### src/rtl/puf_response_tx_scheduler_if.sv
// Bus bundle between the PUF response TX scheduler and its environment
// (session control, response FIFO read side, UART transmit handshake).
interface puf_response_tx_scheduler_if #(
    parameter int unsigned WORD_BITS = 32,
    parameter int unsigned DATA_BITS = 8,
    parameter int unsigned MAX_WORDS = 1280
);
    localparam int unsigned WC_W = $clog2(MAX_WORDS + 1);

    // session control
    logic                 start;
    logic                 busy;
    logic                 done;
    logic [WC_W-1:0]      word_count;
    // response FIFO read side
    logic                 fifo_empty;
    logic [WORD_BITS-1:0] fifo_dout;
    logic                 fifo_re;
    // UART transmit handshake
    logic [DATA_BITS-1:0] tx_data;
    logic                 tx_enable;
    logic                 tx_busy;

    // scheduler side
    modport master (
        input  start, fifo_empty, fifo_dout, tx_busy,
        output busy, done, word_count, fifo_re, tx_data, tx_enable
    );

    // environment side (main FSM, FIFO, UART)
    modport slave (
        output start, fifo_empty, fifo_dout, tx_busy,
        input  busy, done, word_count, fifo_re, tx_data, tx_enable
    );
endinterface

### src/rtl/puf_response_tx_scheduler.sv
// PUF response TX scheduler: sends a header byte, then drains the response
// FIFO word by word, serialising each word MSB-first into UART bytes, and
// pulses done when the FIFO is empty or MAX_WORDS words have been sent.
// Optional trailing XOR checksum byte: define PUF_TX_CHECKSUM_EN.
module puf_response_tx_scheduler #(
    parameter int unsigned          WORD_BITS   = 32,
    parameter int unsigned          DATA_BITS   = 8,
    parameter int unsigned          MAX_WORDS   = 1280,
    parameter logic [DATA_BITS-1:0] RESPONSE_ID = 8'b10101010
) (
    input logic                         clk,
    input logic                         reset,
    puf_response_tx_scheduler_if.master bus
);
    localparam int unsigned BYTES = WORD_BITS / DATA_BITS;
    localparam int unsigned IDX_W = (BYTES > 1) ? $clog2(BYTES) : 1;
    localparam int unsigned WC_W  = $clog2(MAX_WORDS + 1);

    localparam logic [IDX_W-1:0] LAST_IDX = IDX_W'(BYTES - 1);
    localparam logic [WC_W-1:0]  WC_MAX   = WC_W'(MAX_WORDS);

    typedef enum logic [3:0] {
        S_IDLE,
        S_CHECK,
        S_LATCH,
        S_LOAD,
        S_TX_REQ,
        S_WAIT_ACK,
        S_WAIT_IDLE,
        S_FINISH,
        S_DONE
    } state_t;

    state_t               state_q;
    state_t               ret_q;
    logic [WORD_BITS-1:0] shift_q;
    logic [IDX_W-1:0]     idx_q;
    logic [WC_W-1:0]      wc_q;
    logic [DATA_BITS-1:0] tx_data_q;
    logic                 tx_enable_q;
    logic                 fifo_re_q;
    logic                 busy_q;
    logic                 done_q;
`ifdef PUF_TX_CHECKSUM_EN
    logic [DATA_BITS-1:0] csum_q;
`endif

    // Another word may be popped: FIFO holds data and the session cap is not hit.
    // Only this block pops the FIFO, so a non-empty flag seen here cannot turn
    // empty before the following CHECK cycle.
    logic pop_ok;
    assign pop_ok = !bus.fifo_empty && (wc_q != WC_MAX);

    // Session sequencer; every output is a flop updated here.
    always_ff @(posedge clk) begin
        if (reset) begin
            state_q     <= S_IDLE;
            ret_q       <= S_IDLE;
            shift_q     <= '0;
            idx_q       <= '0;
            wc_q        <= '0;
            tx_data_q   <= '0;
            tx_enable_q <= 1'b0;
            fifo_re_q   <= 1'b0;
            busy_q      <= 1'b0;
            done_q      <= 1'b0;
`ifdef PUF_TX_CHECKSUM_EN
            csum_q      <= '0;
`endif
        end else begin
            tx_enable_q <= 1'b0;
            fifo_re_q   <= 1'b0;
            done_q      <= 1'b0;
            unique case (state_q)
                S_IDLE: begin
                    if (bus.start) begin
                        tx_data_q <= RESPONSE_ID;
                        wc_q      <= '0;
                        busy_q    <= 1'b1;
                        ret_q     <= S_CHECK;
                        state_q   <= S_TX_REQ;
`ifdef PUF_TX_CHECKSUM_EN
                        csum_q    <= '0;
`endif
                    end
                end
                // fifo_re was raised on entry to this state, so it is high for
                // exactly this cycle and the word is readable in LATCH.
                S_CHECK: begin
                    state_q <= fifo_re_q ? S_LATCH : S_FINISH;
                end
                S_LATCH: begin
                    shift_q <= bus.fifo_dout;
                    idx_q   <= '0;
                    if (wc_q != WC_MAX) begin
                        wc_q <= wc_q + WC_W'(1);
                    end
                    state_q <= S_LOAD;
                end
                S_LOAD: begin
                    tx_data_q <= shift_q[WORD_BITS-1 -: DATA_BITS];
`ifdef PUF_TX_CHECKSUM_EN
                    csum_q    <= csum_q ^ shift_q[WORD_BITS-1 -: DATA_BITS];
`endif
                    ret_q     <= (idx_q == LAST_IDX) ? S_CHECK : S_LOAD;
                    state_q   <= S_TX_REQ;
                end
                S_TX_REQ: begin
                    if (!bus.tx_busy) begin
                        tx_enable_q <= 1'b1;
                        state_q     <= S_WAIT_ACK;
                    end
                end
                S_WAIT_ACK: begin
                    if (bus.tx_busy) begin
                        state_q <= S_WAIT_IDLE;
                    end
                end
                S_WAIT_IDLE: begin
                    if (!bus.tx_busy) begin
                        state_q <= ret_q;
                        if (ret_q == S_LOAD) begin
                            shift_q <= shift_q << DATA_BITS;
                            idx_q   <= idx_q + IDX_W'(1);
                        end
                        if (ret_q == S_CHECK) begin
                            fifo_re_q <= pop_ok;
                        end
                    end
                end
`ifdef PUF_TX_CHECKSUM_EN
                S_FINISH: begin
                    tx_data_q <= csum_q;
                    ret_q     <= S_DONE;
                    state_q   <= S_TX_REQ;
                end
                S_DONE: begin
                    done_q  <= 1'b1;
                    busy_q  <= 1'b0;
                    state_q <= S_IDLE;
                end
`else
                S_FINISH, S_DONE: begin
                    done_q  <= 1'b1;
                    busy_q  <= 1'b0;
                    state_q <= S_IDLE;
                end
`endif
                default: begin
                    state_q <= S_IDLE;
                end
            endcase
        end
    end

    assign bus.busy       = busy_q;
    assign bus.done       = done_q;
    assign bus.word_count = wc_q;
    assign bus.fifo_re    = fifo_re_q;
    assign bus.tx_data    = tx_data_q;
    assign bus.tx_enable  = tx_enable_q;

endmodule

### src/flat_wrapper.sv
// flat-port wrapper written by rule: the top's interface ports become plain ports
module puf_response_tx_scheduler_flat 
#(
    parameter int unsigned          WORD_BITS   = 32,
    parameter int unsigned          DATA_BITS   = 8,
    parameter int unsigned          MAX_WORDS   = 1280,
    parameter logic [DATA_BITS-1:0] RESPONSE_ID = 8'b10101010
)
  (clk, reset, bus_start, bus_fifo_empty, bus_fifo_dout, bus_tx_busy, bus_busy, bus_done, bus_word_count, bus_fifo_re, bus_tx_data, bus_tx_enable);
  puf_response_tx_scheduler_if #(.WORD_BITS(WORD_BITS), .DATA_BITS(DATA_BITS), .MAX_WORDS(MAX_WORDS)) bus_i ();
  input logic clk;
  input logic reset;
  input wire logic [$bits(bus_i.start)-1:0] bus_start;
  input wire logic [$bits(bus_i.fifo_empty)-1:0] bus_fifo_empty;
  input wire logic [$bits(bus_i.fifo_dout)-1:0] bus_fifo_dout;
  input wire logic [$bits(bus_i.tx_busy)-1:0] bus_tx_busy;
  output wire logic [$bits(bus_i.busy)-1:0] bus_busy;
  output wire logic [$bits(bus_i.done)-1:0] bus_done;
  output wire logic [$bits(bus_i.word_count)-1:0] bus_word_count;
  output wire logic [$bits(bus_i.fifo_re)-1:0] bus_fifo_re;
  output wire logic [$bits(bus_i.tx_data)-1:0] bus_tx_data;
  output wire logic [$bits(bus_i.tx_enable)-1:0] bus_tx_enable;
  assign bus_i.start = bus_start;
  assign bus_i.fifo_empty = bus_fifo_empty;
  assign bus_i.fifo_dout = bus_fifo_dout;
  assign bus_i.tx_busy = bus_tx_busy;
  assign bus_busy = bus_i.busy;
  assign bus_done = bus_i.done;
  assign bus_word_count = bus_i.word_count;
  assign bus_fifo_re = bus_i.fifo_re;
  assign bus_tx_data = bus_i.tx_data;
  assign bus_tx_enable = bus_i.tx_enable;
  puf_response_tx_scheduler #(.WORD_BITS(WORD_BITS), .DATA_BITS(DATA_BITS), .MAX_WORDS(MAX_WORDS), .RESPONSE_ID(RESPONSE_ID)) u_core (.clk(clk), .reset(reset), .bus(bus_i));
endmodule
### config.mk
export PLATFORM = sky130hd
export DESIGN_NAME = puf_response_tx_scheduler_flat
export DESIGN_NICKNAME = d
export VERILOG_FILES = /design/src/rtl/puf_response_tx_scheduler_if.sv /design/src/rtl/puf_response_tx_scheduler.sv /design/src/flat_wrapper.sv
export SDC_FILE = /design/constraint.sdc
export NUM_CORES = 1
export LEC_CHECK = 0
export BUFFER_PORTS_ARGS = -buffer_cell sky130_fd_sc_hd__buf_2
export CORE_MARGIN = 4
export CORE_UTILIZATION = 45
export DETAILED_ROUTE_END_ITERATION = 8
export GPL_TIMING_DRIVEN = 1
export PLACE_DENSITY = 0.68
export SYNTH_ARGS = -nofsm -noshare
export SYNTH_HDL_FRONTEND = slang
export SYNTH_SLANG_ARGS = --single-unit
### constraint.sdc
create_clock -name clk -period 2.13 [get_ports clk]
set_input_delay 0.426 -clock clk [delete_from_list [all_inputs] [get_ports clk]]
set_output_delay 0.426 -clock clk [all_outputs]
set_load 0.05 [all_outputs]
==> impl_metrics.env, run 1 <==
export IMPL_leakagePower_nw=1.33
export IMPL_core_region_area_sq_um=5990
export IMPL_async_reset_ff_share_pct=0
export IMPL_power_mw=3.01
export IMPL_fin_crit_sh_pct=87.6
export IMPL_yosysSeqAreaShare_pct=44.1
export IMPL_min_period_ns=1.87
export IMPL_setup_viol=0
export IMPL_cp_data_arrival_time_ns=2.12
export IMPL_cts_root_buf="clkbuf_8"
export IMPL_tritoncts="yes"
export IMPL_overflow=0
export IMPL_path_clk_slew_ns=0.07
export IMPL_place_area_sq_um=3160
export IMPL_antenna_found_initial=0
export IMPL_r2r_slack_ns=0.26
export IMPL_synth_compound_area_share_pct=22.4
export IMPL_cts_sinks=62
export IMPL_clkLatencyLatePin_ns=0.34
export IMPL_final_area_sq_um=3380
export IMPL_nNetsFinal=429
export IMPL_power_frac_comb_pct=17.8
export IMPL_worst_pin_slew_ns=0.531
export IMPL_synth_seq_cells=62
export IMPL_status="finished, final reports clean"
export IMPL_vias_per_cell=5.61
export IMPL_drt_pre_antenna_iters=5
export IMPL_numCtsBuffers=9
export IMPL_ir_drop_mv=0.511
export IMPL_grt_max_degree=50
export IMPL_worst_path_max_fanout=18
export IMPL_muxShareOfSynthArea_pct=0.356
export IMPL_post_route_util_pct=56.4
export IMPL_yosysWarnings=0
export IMPL_vias=2630
export IMPL_cts_max_level=3
export IMPL_criticalPathCategory="reg2reg"
export IMPL_cts_path_max_buffers=2
export IMPL_max_freq_ghz=0.536
export IMPL_synth_fa_ha_area_share_pct=1.33
export IMPL_skew_ns=0.00963
export IMPL_hpwl_mm=4.59
export IMPL_dieArea_sq_um=7590
export IMPL_gp_congestion=0.846
export IMPL_fp_dieH_um=87.1
export IMPL_io_pins=60
export IMPL_setup_tns_ns=0
export IMPL_slew_headroom_pct=64.5
export IMPL_synth_top_family_by_area="simple AND/OR/NAND/NOR gates"
export IMPL_fp_dieW_um=87.1
export IMPL_startpoint_type="flop"
export IMPL_synth_ff_type="dfxtp_1"
export IMPL_ctsHoldBuffers=0
export IMPL_drive_gt1_share_pct=22.8
export IMPL_post_drt_wl_per_cell_um=14.3
export IMPL_grt_use_total_pct=18.8
export IMPL_mappedNetlistArea_sq_um=2820
export IMPL_area_growth_pct=20.0
export IMPL_hold_viol=0
export IMPL_cap_violations=0
export IMPL_ys_types=52
export IMPL_pwr_share_seq_pct=44.2
export IMPL_internal_power_mw=2.13
export IMPL_remaining_drc_errors=0
export IMPL_initial_utilization_pct=47.0
export IMPL_maxSlewViolCount=0
export IMPL_cts_resized=0
export IMPL_synth_edf_count=0
export IMPL_syn_num_nets=377
export IMPL_p_sw_share_pct=29.2
export IMPL_cts_setup_buffers=0
export IMPL_fillers=585
export IMPL_mostFrequentLayoutCells="62 x dfxtp_1, 59 x nor2_1, 59 x buf_2, 32 x nand2_1, 31 x nand3_1"
export IMPL_power_switching_uw=879
export IMPL_drtIter0Drc=211
export IMPL_p_clk_share_pct=37.9
export IMPL_avgSynthCellArea_sq_um=8.35
export IMPL_cp_data_required_time_ns=2.39
export IMPL_grt_pass1_wl_mm=11.3
export IMPL_final_common_cell="dfxtp_1"
export IMPL_synth_xor_area_share_pct=0
export IMPL_rsz0062_at_grt="no"
export IMPL_cp_end_kind="flop"
export IMPL_cellPowerDensity_nw_per_um2=891
export IMPL_wirelength_mm=6.71
export IMPL_rows=28
export IMPL_synthCells=337
export IMPL_port_buffers=59
export IMPL_synth_simple_area_share_pct=26.4
export IMPL_grt_pass1_vias=2412
export IMPL_diodes=0
export IMPL_ant_nets=0
export IMPL_hold_path_class="in2reg"
[layer usage]
layer | global-route usage [%] | part of all wire [%] | up-vias | wire, um
met5 | 0 | 0 | - | 0
met4 | 5.16 | 1.0 | 0 | 69
met3 | 6.72 | 8.7 | 9 | 583
met2 | 28.8 | 45 | 93 | 3020
met1 | 25.1 | 45 | 1193 | 3040
li1 | - | - | 1335 | -
[final timing paths]
| kind | from | to | depth (start not counted) |
|---|---|---|---|
| min reg2reg | u_core.idx_q[1] | u_core.idx_q[1] | 2 |
| max | u_core.state_q[1] | u_core.bus.word_count[10] | 4 |
| min | bus_fifo_dout[1] | u_core.shift_q[1] | 3 |
| max reg2reg | u_core.state_q[1] | u_core.bus.word_count[10] | 4 |
[power by group through the flow]
stage               sequential (mW)  clock [mW]  combinational [mW]
global placement               1.35           0               0.531
global route                   1.34        1.21               0.601
floorplan                      1.39           0               0.366
CTS                            1.33        1.16               0.539
finish                         1.33        1.14               0.537
detailed placement             1.35           0               0.536
[cell type report]
| type | instances | area [sq um] | share of cell area [%] |
|---|---|---|---|
| Inverter | 9 | 33.8 | 1.00 |
| Clock buffer | 12 | 145 | 4.30 |
| Clock inverter | 4 | 70.1 | 2.07 |
| Multi-Input combinational cell | 241 | 1420 | 42.1 |
| Timing Repair Buffer | 66 | 373 | 11.0 |
| Sequential cell | 62 | 1240 | 36.7 |
| Tap cell | 75 | 93.8 | 2.78 |
[registers in the layout, summed over array words and instances, names as in the netlist]
name / cells
u_core.shift_q: 32
u_core.idx_q: 2
u_core.bus.busy: 1
u_core.bus.fifo_re: 1
u_core.bus.done: 1
u_core.state_q: 3
u_core.bus.tx_data: 8
u_core.ret_q: 2
u_core.bus.tx_enable: 1
u_core.bus.word_count: 11
[synth_stat cells, types with 2 or more instances]
master,n,area share (%)
nor2_1,59,7.9
ha_1,3,1.3
o21ai_0,7,1.2
a21oi_1,10,1.8
a31oi_1,3,0.67
a22o_1,2,0.62
a311oi_1,25,7.8
o21ai_1,3,0.53
nor3_1,13,2.3
a311oi_2,3,1.6
clkbuf_1,14,1.9
nand3_1,31,5.5
inv_1,8,1.1
buf_2,8,1.4
nand4_1,4,0.89
buf_4,2,0.53
a21o_1,2,0.53
a22oi_1,12,3.2
nand2_1,32,4.3
o31ai_1,3,0.80
dfxtp_1,62,44
[critical path, cell delays in order (launching register included)]
cell	delay, ns
dfxtp_1	0.65
or3b_4	0.48
a311oi_2	0.43
o21ai_1	0.13
o31ai_1	0.08
[through the flow]
| step | hold slack [ns] | setup WS, ns | instances |
|---|---|---|---|
| detailed placement | 0.456 | 0.330 | 453 |
| global route | 0.314 | 0.144 | 469 |
| floorplan | 0.436 | 0.119 | 337 |
| finish | 0.322 | 0.264 | 469 |
| CTS | 0.306 | 0.295 | 469 |
| global placement | 0.443 | 0.376 | 453 |
[cell families (layout without fill, tap and decap cells)]
group                    after synthesis  count (layout)
adder cells (fa/ha/maj)                3               3
AO/OA/AOI/OAI                         82              82
multiplexers                           1               1
flip-flops                            62              62
AND/OR/NAND/NOR                      155             155
buffers and inverters                 34              91
Note: power is estimated with default switching activity, not from simulation.
==> run 2: changes to the inputs <==
RECOVER_POWER = 50   (was unset)
==> run 2 against run 1 <==
- first-iteration DRC count fell by 0.47%
- largest cell class unchanged
- sequential power is essentially flat
- utilization fell by 0.65 points
- hold slack gained 0.0011 ns
- sequential cell count stayed put
- largest power group unchanged
- clock power is essentially flat
- non-clock buffer count is the same
==> impl_metrics.env, run 2 (synthesis gave the netlist of run 1 again) <==
export IMPL_criticalPathCategory="reg2reg"
export IMPL_gp_congestion=0.846
export IMPL_antenna_found_initial=0
export IMPL_setup_tns_ns=0
export IMPL_ctsHoldBuffers=0
export IMPL_drtIter0Drc=210
export IMPL_grt_use_total_pct=18.8
export IMPL_worst_path_max_fanout=18
export IMPL_remaining_drc_errors=0
export IMPL_hpwl_mm=4.59
export IMPL_area_growth_pct=18.6
export IMPL_cpPeakStageDelay_ns=0.65
export IMPL_clkLatencyLatePin_ns=0.34
export IMPL_largest_reg_flops=32
export IMPL_setup_viol=0
export IMPL_multiInputGateArea_sq_um=1410
export IMPL_mostFrequentLayoutCells="62 x dfxtp_1, 59 x nor2_1, 37 x buf_2, 32 x nand2_1, 31 x nand3_1"
export IMPL_post_route_util_pct=55.7
export IMPL_fillers=595
export IMPL_path_buf_inv=0
export IMPL_fp_dieH_um=87.1
export IMPL_initial_utilization_pct=47.0
export IMPL_final_common_cell="dfxtp_1"
export IMPL_place_inst=453
export IMPL_min_period_ns=1.86
export IMPL_drt_pre_antenna_iters=4
export IMPL_max_freq_ghz=0.539
export IMPL_dieArea_sq_um=7590
export IMPL_cts_sinks=62
export IMPL_crit_family="flip-flops"
export IMPL_vias=2631
export IMPL_port_buffers=59
export IMPL_slew_headroom_pct=53.2
export IMPL_grt_pass1_wl_mm=11.3
export IMPL_maxSlewViolCount=0
export IMPL_critPathSlowestCell="dfxtp_1"
export IMPL_skew_ns=0.0105
export IMPL_drive_gt1_share_pct=16.5
export IMPL_rows=28
export IMPL_cts_max_level=3
export IMPL_core_region_area_sq_um=5990
export IMPL_cp_end_kind="flop"
export IMPL_rsz0062_at_grt="no"
export IMPL_cp_data_required_time_ns=2.39
export IMPL_ant_nets=0
export IMPL_cellPowerDensity_nw_per_um2=898
export IMPL_route_met2_wl_mm=3.06
export IMPL_hold_path_class="in2reg"
export IMPL_cap_violations=0
export IMPL_ir_drop_mv=0.512
export IMPL_worst_pin_slew_ns=0.697
export IMPL_wirelength_mm=6.78
export IMPL_seq_area_sq_um=1240
export IMPL_io_pins=60
export IMPL_vias_per_cell=5.61
export IMPL_cts_resized=0
export IMPL_cts_root_buf="clkbuf_8"
export IMPL_startpoint_type="flop"
export IMPL_place_ws_ns=0.330
export IMPL_final_cells=469
export IMPL_cts_setup_buffers=0
export IMPL_cts_path_max_buffers=2
export IMPL_fp_dieW_um=87.1
export IMPL_final_setup_worst_slack_ns=0.274
export IMPL_diodes=0
export IMPL_path_clk_slew_ns=0.07
export IMPL_grt_max_degree=50
export IMPL_cp_data_arrival_time_ns=2.11
export IMPL_nNetsFinal=429
export IMPL_post_drt_wl_per_cell_um=14.5
export IMPL_leakagePower_nw=1.23
export IMPL_numCtsBuffers=9
export IMPL_dr_wl_met3_um=546
export IMPL_grt_pass1_vias=2412
export IMPL_overflow=0
export IMPL_top_register="u_core.shift_q"
export IMPL_wl_met1_mm=3.10
export IMPL_tritoncts="yes"
export IMPL_hold_viol=0
export IMPL_top_layer="met4"
export IMPL_path_cells="or3b_4 > a311oi_2 > o21ai_1 > o31ai_1"
export IMPL_status="finished, final reports clean"
export IMPL_fin_crit_sh_pct=87.1
## run 2: path summary, 6_finish.rpt
check | slack, ns | cells past startpoint | to | startpoint
max | 0.27 | 4 | u_core.bus.word_count[10] | u_core.state_q[1]
min | 0.32 | 3 | u_core.shift_q[6] | bus_fifo_dout[6]
max reg2reg | 0.27 | 4 | u_core.bus.word_count[10] | u_core.state_q[1]
min reg2reg | 0.46 | 2 | u_core.idx_q[1] | u_core.idx_q[1]
## run 2: layout make-up
type | instances | area share [%]
multi-input combinational | 241 | 42.3
sequential | 62 | 37.2
timing repair buffer | 66 | 10.2
clock buffer | 12 | 4.35
tap | 75 | 2.81
clock inverter | 4 | 2.10
inverter | 9 | 1.01
## run 2: metal layers
metal  global-route usage (%)  up-vias
met1                     25.1     1208
met2                     28.8       81
li1                         -     1333
met3                     6.72        9
met4                     5.16        0
met5                        0        -
## run 2: worst reg2reg max path, stage by stage, from the launching register on
cell,delay (ns)
dfxtp_1,0.65
or3b_4,0.49
a311oi_2,0.43
o21ai_1,0.13
o31ai_1,0.08
## run 2: stage by stage
stage / cell area [sq um] / hold WS [ns] / power [mW]
after floorplan: 2820 / 0.436 / 1.76
after global placement: 3160 / 0.443 / 1.88
after detailed placement: 3160 / 0.456 / 1.89
after CTS: 3380 / 0.306 / 3.03
after global routing: 3340 / 0.314 / 3.14
final: 3340 / 0.323 / 3.00
## run 2: where the power goes
group          internal [mW]  leakage, nW  total (mW)  switching, mW
logic                  0.181        0.614       0.524          0.342
registers               1.25        0.504        1.33         0.0805
clock network          0.688        0.110        1.14          0.454
total                   2.12         1.23        3.00          0.877
